<file path="config.mk">
export PLATFORM = sky130hd
export DESIGN_NAME = p2b_counter_flat
export DESIGN_NICKNAME = d
export VERILOG_FILES = /design/src/rtl/p2b_counter_if.sv /design/src/rtl/p2b_counter.sv /design/src/flat_wrapper.sv
export SDC_FILE = /design/constraint.sdc
export NUM_CORES = 1
export LEC_CHECK = 0
export CORE_MARGIN = 8
export CORE_UTILIZATION = 40
export CTS_CLUSTER_DIAMETER = 50
export CTS_CLUSTER_SIZE = 20
export DETAILED_ROUTE_END_ITERATION = 8
export SKIP_CTS_REPAIR_TIMING = 1
export SYNTH_ARGS = -nofsm -noshare
export SYNTH_HDL_FRONTEND = slang
export SYNTH_SLANG_ARGS = --single-unit
</file>
<file path="constraint.sdc">
create_clock -name clk -period 2.4 [get_ports clk]
set_input_delay 0.72 -clock clk [delete_from_list [all_inputs] [get_ports clk]]
set_output_delay 0.72 -clock clk [all_outputs]
set_load 0.01 [all_outputs]
</file>
<file path="src/rtl/p2b_counter_if.sv">
// Handshake bundle for the pulse-to-binary counter.
// The master modport is the counter's side; the slave modport is the stream source and result consumer.
interface p2b_counter_if;
    logic        pulsed_in;
    logic        enable;
    logic        start;
    logic        out_ready;
    logic [15:0] binary_out;
    logic        out_valid;
    logic        busy;

    modport master (
        input  pulsed_in, enable, start, out_ready,
        output binary_out, out_valid, busy
    );

    modport slave (
        output pulsed_in, enable, start, out_ready,
        input  binary_out, out_valid, busy
    );
endinterface

</file>
<file path="src/rtl/p2b_counter.sv">
// Pulse-to-binary stochastic converter: counts 1s over a window of 2^WINDOW_LOG2 enabled
// samples and presents a 16-bit probability estimate (value/65536) through valid/ready.
module p2b_counter #(
    parameter int WINDOW_LOG2 = 8
) (
    input  logic          clk,
    input  logic          rst_n,
    p2b_counter_if.master bus
);
    localparam int CNT_W = WINDOW_LOG2 + 1;
    localparam int SHIFT = 16 - WINDOW_LOG2;
    localparam logic [CNT_W-1:0] FULL = {1'b1, {WINDOW_LOG2{1'b0}}};

    typedef enum logic [1:0] {
        IDLE,
        COUNT,
        DONE
    } state_t;

    state_t                 state;
    logic [CNT_W-1:0]       ones_cnt;
    logic [WINDOW_LOG2-1:0] sample_cnt;
    logic [15:0]            result;
    logic                   valid;
    logic                   busy;
    logic [CNT_W-1:0]       ones_next;
    logic                   last_sample;

    // A window of all 1s would overflow the 16-bit scale, so it pins to full scale.
    function automatic logic [15:0] scale_result(input logic [CNT_W-1:0] ones);
        if (ones == FULL) begin
            return 16'hFFFF;
        end
        return 16'(32'(ones) << SHIFT);
    endfunction

    always_comb begin
        ones_next   = ones_cnt + CNT_W'(bus.pulsed_in);
        last_sample = (sample_cnt == '1);
    end

    always_ff @(posedge clk or negedge rst_n) begin
        if (!rst_n) begin
            state      <= IDLE;
            ones_cnt   <= '0;
            sample_cnt <= '0;
            result     <= 16'h0000;
            valid      <= 1'b0;
            busy       <= 1'b0;
        end else begin
            case (state)
                IDLE: begin
                    if (bus.start) begin
                        ones_cnt   <= '0;
                        sample_cnt <= '0;
                        busy       <= 1'b1;
                        state      <= COUNT;
                    end
                end
                COUNT: begin
                    if (bus.enable) begin
                        ones_cnt   <= ones_next;
                        sample_cnt <= sample_cnt + 1'b1;
                        if (last_sample) begin
                            result <= scale_result(ones_next);
                            valid  <= 1'b1;
                            busy   <= 1'b0;
                            state  <= DONE;
                        end
                    end
                end
                DONE: begin
                    // start only counts when the result is consumed on the same edge.
                    if (bus.out_ready) begin
                        valid <= 1'b0;
                        if (bus.start) begin
                            ones_cnt   <= '0;
                            sample_cnt <= '0;
                            busy       <= 1'b1;
                            state      <= COUNT;
                        end else begin
                            state <= IDLE;
                        end
                    end
                end
                default: begin
                    valid <= 1'b0;
                    busy  <= 1'b0;
                    state <= IDLE;
                end
            endcase
        end
    end

    assign bus.binary_out = result;
    assign bus.out_valid  = valid;
    assign bus.busy       = busy;
endmodule
</file>
<file path="src/flat_wrapper.sv">
// flat-port wrapper written by rule: the top's interface ports become plain ports
module p2b_counter_flat 
#(
    parameter int WINDOW_LOG2 = 8
)
  (clk, rst_n, bus_pulsed_in, bus_enable, bus_start, bus_out_ready, bus_binary_out, bus_out_valid, bus_busy);
  p2b_counter_if bus_i ();
  input  logic clk;
  input  logic rst_n;
  input wire logic [$bits(bus_i.pulsed_in)-1:0] bus_pulsed_in;
  input wire logic [$bits(bus_i.enable)-1:0] bus_enable;
  input wire logic [$bits(bus_i.start)-1:0] bus_start;
  input wire logic [$bits(bus_i.out_ready)-1:0] bus_out_ready;
  output wire logic [$bits(bus_i.binary_out)-1:0] bus_binary_out;
  output wire logic [$bits(bus_i.out_valid)-1:0] bus_out_valid;
  output wire logic [$bits(bus_i.busy)-1:0] bus_busy;
  assign bus_i.pulsed_in = bus_pulsed_in;
  assign bus_i.enable = bus_enable;
  assign bus_i.start = bus_start;
  assign bus_i.out_ready = bus_out_ready;
  assign bus_binary_out = bus_i.binary_out;
  assign bus_out_valid = bus_i.out_valid;
  assign bus_busy = bus_i.busy;
  p2b_counter #(.WINDOW_LOG2(WINDOW_LOG2)) u_core (.clk(clk), .rst_n(rst_n), .bus(bus_i));
endmodule
</file>
# Word level (Yosys, flattened, before mapping)
# Cells that the tools add are included.
# word_totals
register_bits	37
inputBits	6
wordCells	53
# op_classes
add_sub_neg	2
n_eq_ne	8
muxes	29
bitwise	1
reduce_logical	7
# op_table
operator	count
2-to-1 mux 16 bit	2
2-to-1 mux 9 bit	3
one-hot mux 9 bit (3 select lines)	1
2-to-1 mux 8 bit	3
one-hot mux 8 bit (3 select lines)	1
2-to-1 mux 1 bit	12
adder 9 x 1 -> 9 bit	1
equality test 9 bit, second input constant	1
AND reduction 3 bit	3
adder 8 x 1 -> 8 bit, second input constant	1
equality test 8 bit, second input constant	1
2-to-1 mux 2 bit	4
AND reduction 4 bit	2
inequality test 2 bit, second input constant	3
one-hot mux 1 bit (3 select lines)	2
one-hot mux 2 bit (3 select lines)	1
nonzero test 3 bit	1
equality test 2 x 1 -> 1 bit, second input constant	1
equality test 2 bit, second input constant	1
logical NOT 2 bit	1
inequality test 2 x 1 -> 1 bit, second input constant	1
NOT 1 bit	1

# Depth between registers and ports, before layout
# Gate-level depths: netlist (run 1).
# logic_depth
ltp_word	7
ltp_mapped	6

# Worst setup path before layout (run 1)
# OpenSTA, ideal clock, no wires.
# synth_timing
kind	input to register
startpoint	input bus_pulsed_in
endpoint	register u_core.result[13], in the netlist u_core.bus.binary_out[13]
setup_time_ps	84
arrival_ps	2040
required_ps	2316
path_slack_ps	276
cell_stages	6
cell_sequence	ha_1 buf_6 or3b_2 a211oi_2 o211ai_2 o21ai_0
# synth_between
elab_chain_cells	7
# synth_lines
item	line	source
start: declaration	flat_wrapper.sv:10	input wire logic [$bits(bus_i.pulsed_in)-1:0] bus_pulsed_in;
adder 9 x 1 -> 9 bit (*)	p2b_counter.sv:38	ones_next = ones_cnt + CNT_W'(bus.pulsed_in);
equality test 9 bit	p2b_counter.sv:31	if (ones == FULL) begin
2-to-1 mux 1 bit	p2b_counter.sv:31	
2-to-1 mux 1 bit	p2b_counter.sv:64	if (last_sample) begin
2-to-1 mux 1 bit	p2b_counter.sv:61	if (bus.enable) begin
2-to-1 mux 1 bit	p2b_counter.sv:51	case (state)
2-to-1 mux 16 bit (*)	p2b_counter.sv:34	return 16'(32'(ones) << SHIFT);
end signal: assignment	p2b_counter.sv:65	result <= scale_result(ones_next);
end: declaration	p2b_counter.sv:23	logic [15:0] result;
# Every way passes the cells marked *; elsewhere a longest branch is shown, timed or not. The select of a mux whose other input is x is not followed.
# A chain may end at the register's enable or synchronous reset.

# Worst setup path after layout (run 1)
# layout_timing
startpoint	input bus_enable
endpoint	register u_core.result[12], in the netlist u_core.bus.binary_out[12]
# layout_between
elab_chain_cells	1
# layout_lines
item	line	source
start: declaration	flat_wrapper.sv:11	input wire logic [$bits(bus_i.enable)-1:0] bus_enable;
AND reduction 3 bit (no source line)	n/a	
# Every way passes these cells.

==> results.cfg, run 1 <==
[logic_synthesis]
synth_xor_area_share_pct = 4.01
mappedNetlistArea_mm2 = 0.00175
syn_inst = 186
synth_compound_area_share_pct = 20.8
syn_avg_cell_area_um2 = 9.40
synthTopCellsByArea = dfrtp_1 43%, o21ai_0 6.0%, o31ai_1 4.7%
yosysMostFrequentCell = dfrtp_1
netlist.area_leader.share_pct = 42.9
synth_area_leader_cell = dfrtp_1
synth_edf_count = 0
synthMuxAreaShare_pct = 2.29
synth_ff_type = dfrtp_1
syn_nets = 195
async_flop_share_pct = 100
synth_fa_ha_area_share_pct = 2.15
ys_seq_area_share_pct = 42.9
synth_common_cells = 30 x dfrtp_1, 21 x o21ai_0, 18 x nand2_1, 13 x nor2_1, 11 x o31ai_1
synth_cell_types = 45
synth_warnings = 0
synth_top_family_by_area = compound AO/OA/AOI/OAI gates
ys_seq_elements = 30
yosys.area_share.simple_pct = 19.5

[cts]
cts.htree.levels = 2
cts_tree = built
cts_buffers = 5
clk_pin_slew_worst_paths_ps = 60
cts.sinks = 30
ctsLongestPathBuffers = 2
clk_latency_ps = 280
cts-root-buf = clkbuf_8

[power]
total_leakage_power_nw = 0.913
ir_drop_v = 0.000377
power.density_mw_per_mm2 = 568

[status]
outcome = complete, no violations

[grt]
grt_pass1_vias = 1570
grt_max_degree = 31
grt_pass1_wl_um = 7360
antenna_found_initial = 0
grt-ovfl-total = 0
grtUsageTotal_pct = 14.0

[timing]
drv_slew = 0
slew_headroom_pct = 73.4
hold_viol = 0
fin_crit_sh_pct = 88.8
tightest_slew_ps = 399
rsz0062_at_grt = no
fin_worst_skew_ps = 3.96
finalCriticalPeriod_ps = 2130
timing.fmax_mhz = 469
setup_ws_ps = 268
setup_viol = 0

[finish]
nets = 228
area_growth_pct = 26.8
layout-drive-gt1-share_pct = 17.8
instances_no_fill = 271
diodes = 0

[route]
avgRoutedWirePerCell_um = 15.8
drc = 0
antenna_left = 0
wl_met1_um = 1900
vias = 1512
wl_um = 4290
first_pass_iters = 4
route.met2.wl_um = 2150
first_iter_violations = 101
met3_length_um = 167
drt-vias-per-instance = 5.58
topRoutingLayerUsed = met4

[die]
die_area_mm2 = 0.00675
coreArea_mm2 = 0.00429
start_util_pct = 40.7
die_h_um = 82.1
row_count = 24
io_pins = 24
fp.dieW_um = 82.1

[placed_design]
port_buffers = 23
hpwl_um = 3070
dp_slack_ps = -310
place.gp.congestion = 0.789
placed_cells = 263

[setup_path]
worst-endpoint-required_ps = 2550
critPathLaunchType = primary input
path_buf_inv = 1
critPathTopFamily = simple AND/OR/NAND/NOR gates
cp_max_fo = 6
path_class = primary input to flop
max_stage_delay_ps = 500
end_kind = flop
cp_slowest_cell = clkdlybuf4s50_1
crit_chain = clkdlybuf4s50_1, nand4_2, or3_1, nor4_2, a211oi_1
cp.arrival_ps = 2290

[min_path]
min_path_type = flop to flop

[job]
drv_cap = 0
[metrics by stage]
step	total power, mW	util [%]	cell area, µm²	setup TNS (ps)	hold WS (ps)
3_3_place_gp	0.859	48.2	2070	-1920	490
2_1_floorplan	0.791	-	1750	0	424
6_report	1.26	51.6	2220	0	503
5_1_grt	1.34	51.6	2220	0	530
3_5_place_dp	0.871	48.2	2070	-2560	498
4_1_cts	1.25	50.0	2150	-29.6	512
[kinds of logic (layout without fill, tap and decap cells)]
| kind of cell | after synthesis | count (layout) |
|---|---|---|
| XOR/XNOR | 8 | 8 |
| buffers and inverters | 22 | 54 |
| AO/OA/AOI/OAI | 56 | 57 |
| AND/OR/NAND/NOR | 63 | 63 |
| flip-flops | 30 | 30 |
| multiplexers | 4 | 4 |
| adder cells (fa/ha/maj) | 3 | 3 |
[metal layers]
metal	GRT usage, %	vias to the layer above
met5	0	-
met4	5.61	0
met3	3.57	7
met2	23.6	24
met1	16.7	752
li1	-	729
[flip-flops by register name, summed over array words and instances (netlist names)]
| name | cells |
|---|---|
| u_core.bus.out_valid | 1 |
| u_core.bus.busy | 1 |
| u_core.state | 2 |
| u_core.bus.binary_out | 9 |
| u_core.sample_cnt | 8 |
| u_core.ones_cnt | 9 |
[worst paths after layout]
path | startpoint | end | slack (ps) | cells past startpoint
min | u_core.bus.binary_out[11] | u_core.bus.binary_out[11] | 500 | 2
max reg2reg | u_core.sample_cnt[0] | u_core.bus.binary_out[12] | 490 | 5
min reg2reg | u_core.bus.binary_out[11] | u_core.bus.binary_out[11] | 500 | 2
max in group asynchronous | rst_n | u_core.ones_cnt[6] | 1280 | 2
max | bus_enable | u_core.bus.binary_out[12] | 270 | 5
min in group asynchronous | rst_n | u_core.bus.binary_out[11] | 830 | 2
[report_power, final]
part	internal [mW]	total (mW)	switching [mW]	leakage, nW
clock	0.194	0.379	0.185	0.0438
combinational	0.112	0.233	0.122	0.483
sequential	0.565	0.648	0.0827	0.386
total	0.871	1.26	0.389	0.913
[layout by cell type, fill, tap and decap left out, drive strengths merged, types with 3 or more instances in the layout]
cell,synthesis,final
dfrtp,30,30
o21ai,23,23
clkdlybuf4s50,0,22
buf,17,21
nand2,18,18
nor2,13,13
o31ai,11,11
a21oi,9,9
nand3,5,5
xnor2,5,5
clkbuf,2,5
mux2i,4,4
nand4,4,4
inv,3,3
or3,3,3
xor2,3,3
and2,3,3
nor3,3,3
ha,3,3
[area by class of cell]
class                           instances  area (µm²)
Clock inverter                          2        10.0
Inverter                                3        11.3
Timing Repair Buffer                   44         390
Clock buffer                            5        68.8
Sequential cell                        30         751
Tap cell                               52        65.1
Fill cell                             393        2080
Multi-Input combinational cell        135         921
[worst min-delay path: stages (launching register included)]
cell and delay (ps):
dfrtp_1 340, mux2i_1 80, o21ai_2 50
(Power assumes the default switching activity.)
==> run 2, diff against run 1 <==
CTS_BUF_LIST = sky130_fd_sc_hd__clkbuf_8   (was unset)
==> results of run 2 <==
The final DEF is identical to that of run 1; final timing and power are the same.
==> run 3, diff against run 2 <==
PLACE_DENSITY = 0.6   (was unset)
==> results of run 3 <==
The final DEF is identical to that of run 1; final timing and power are the same.
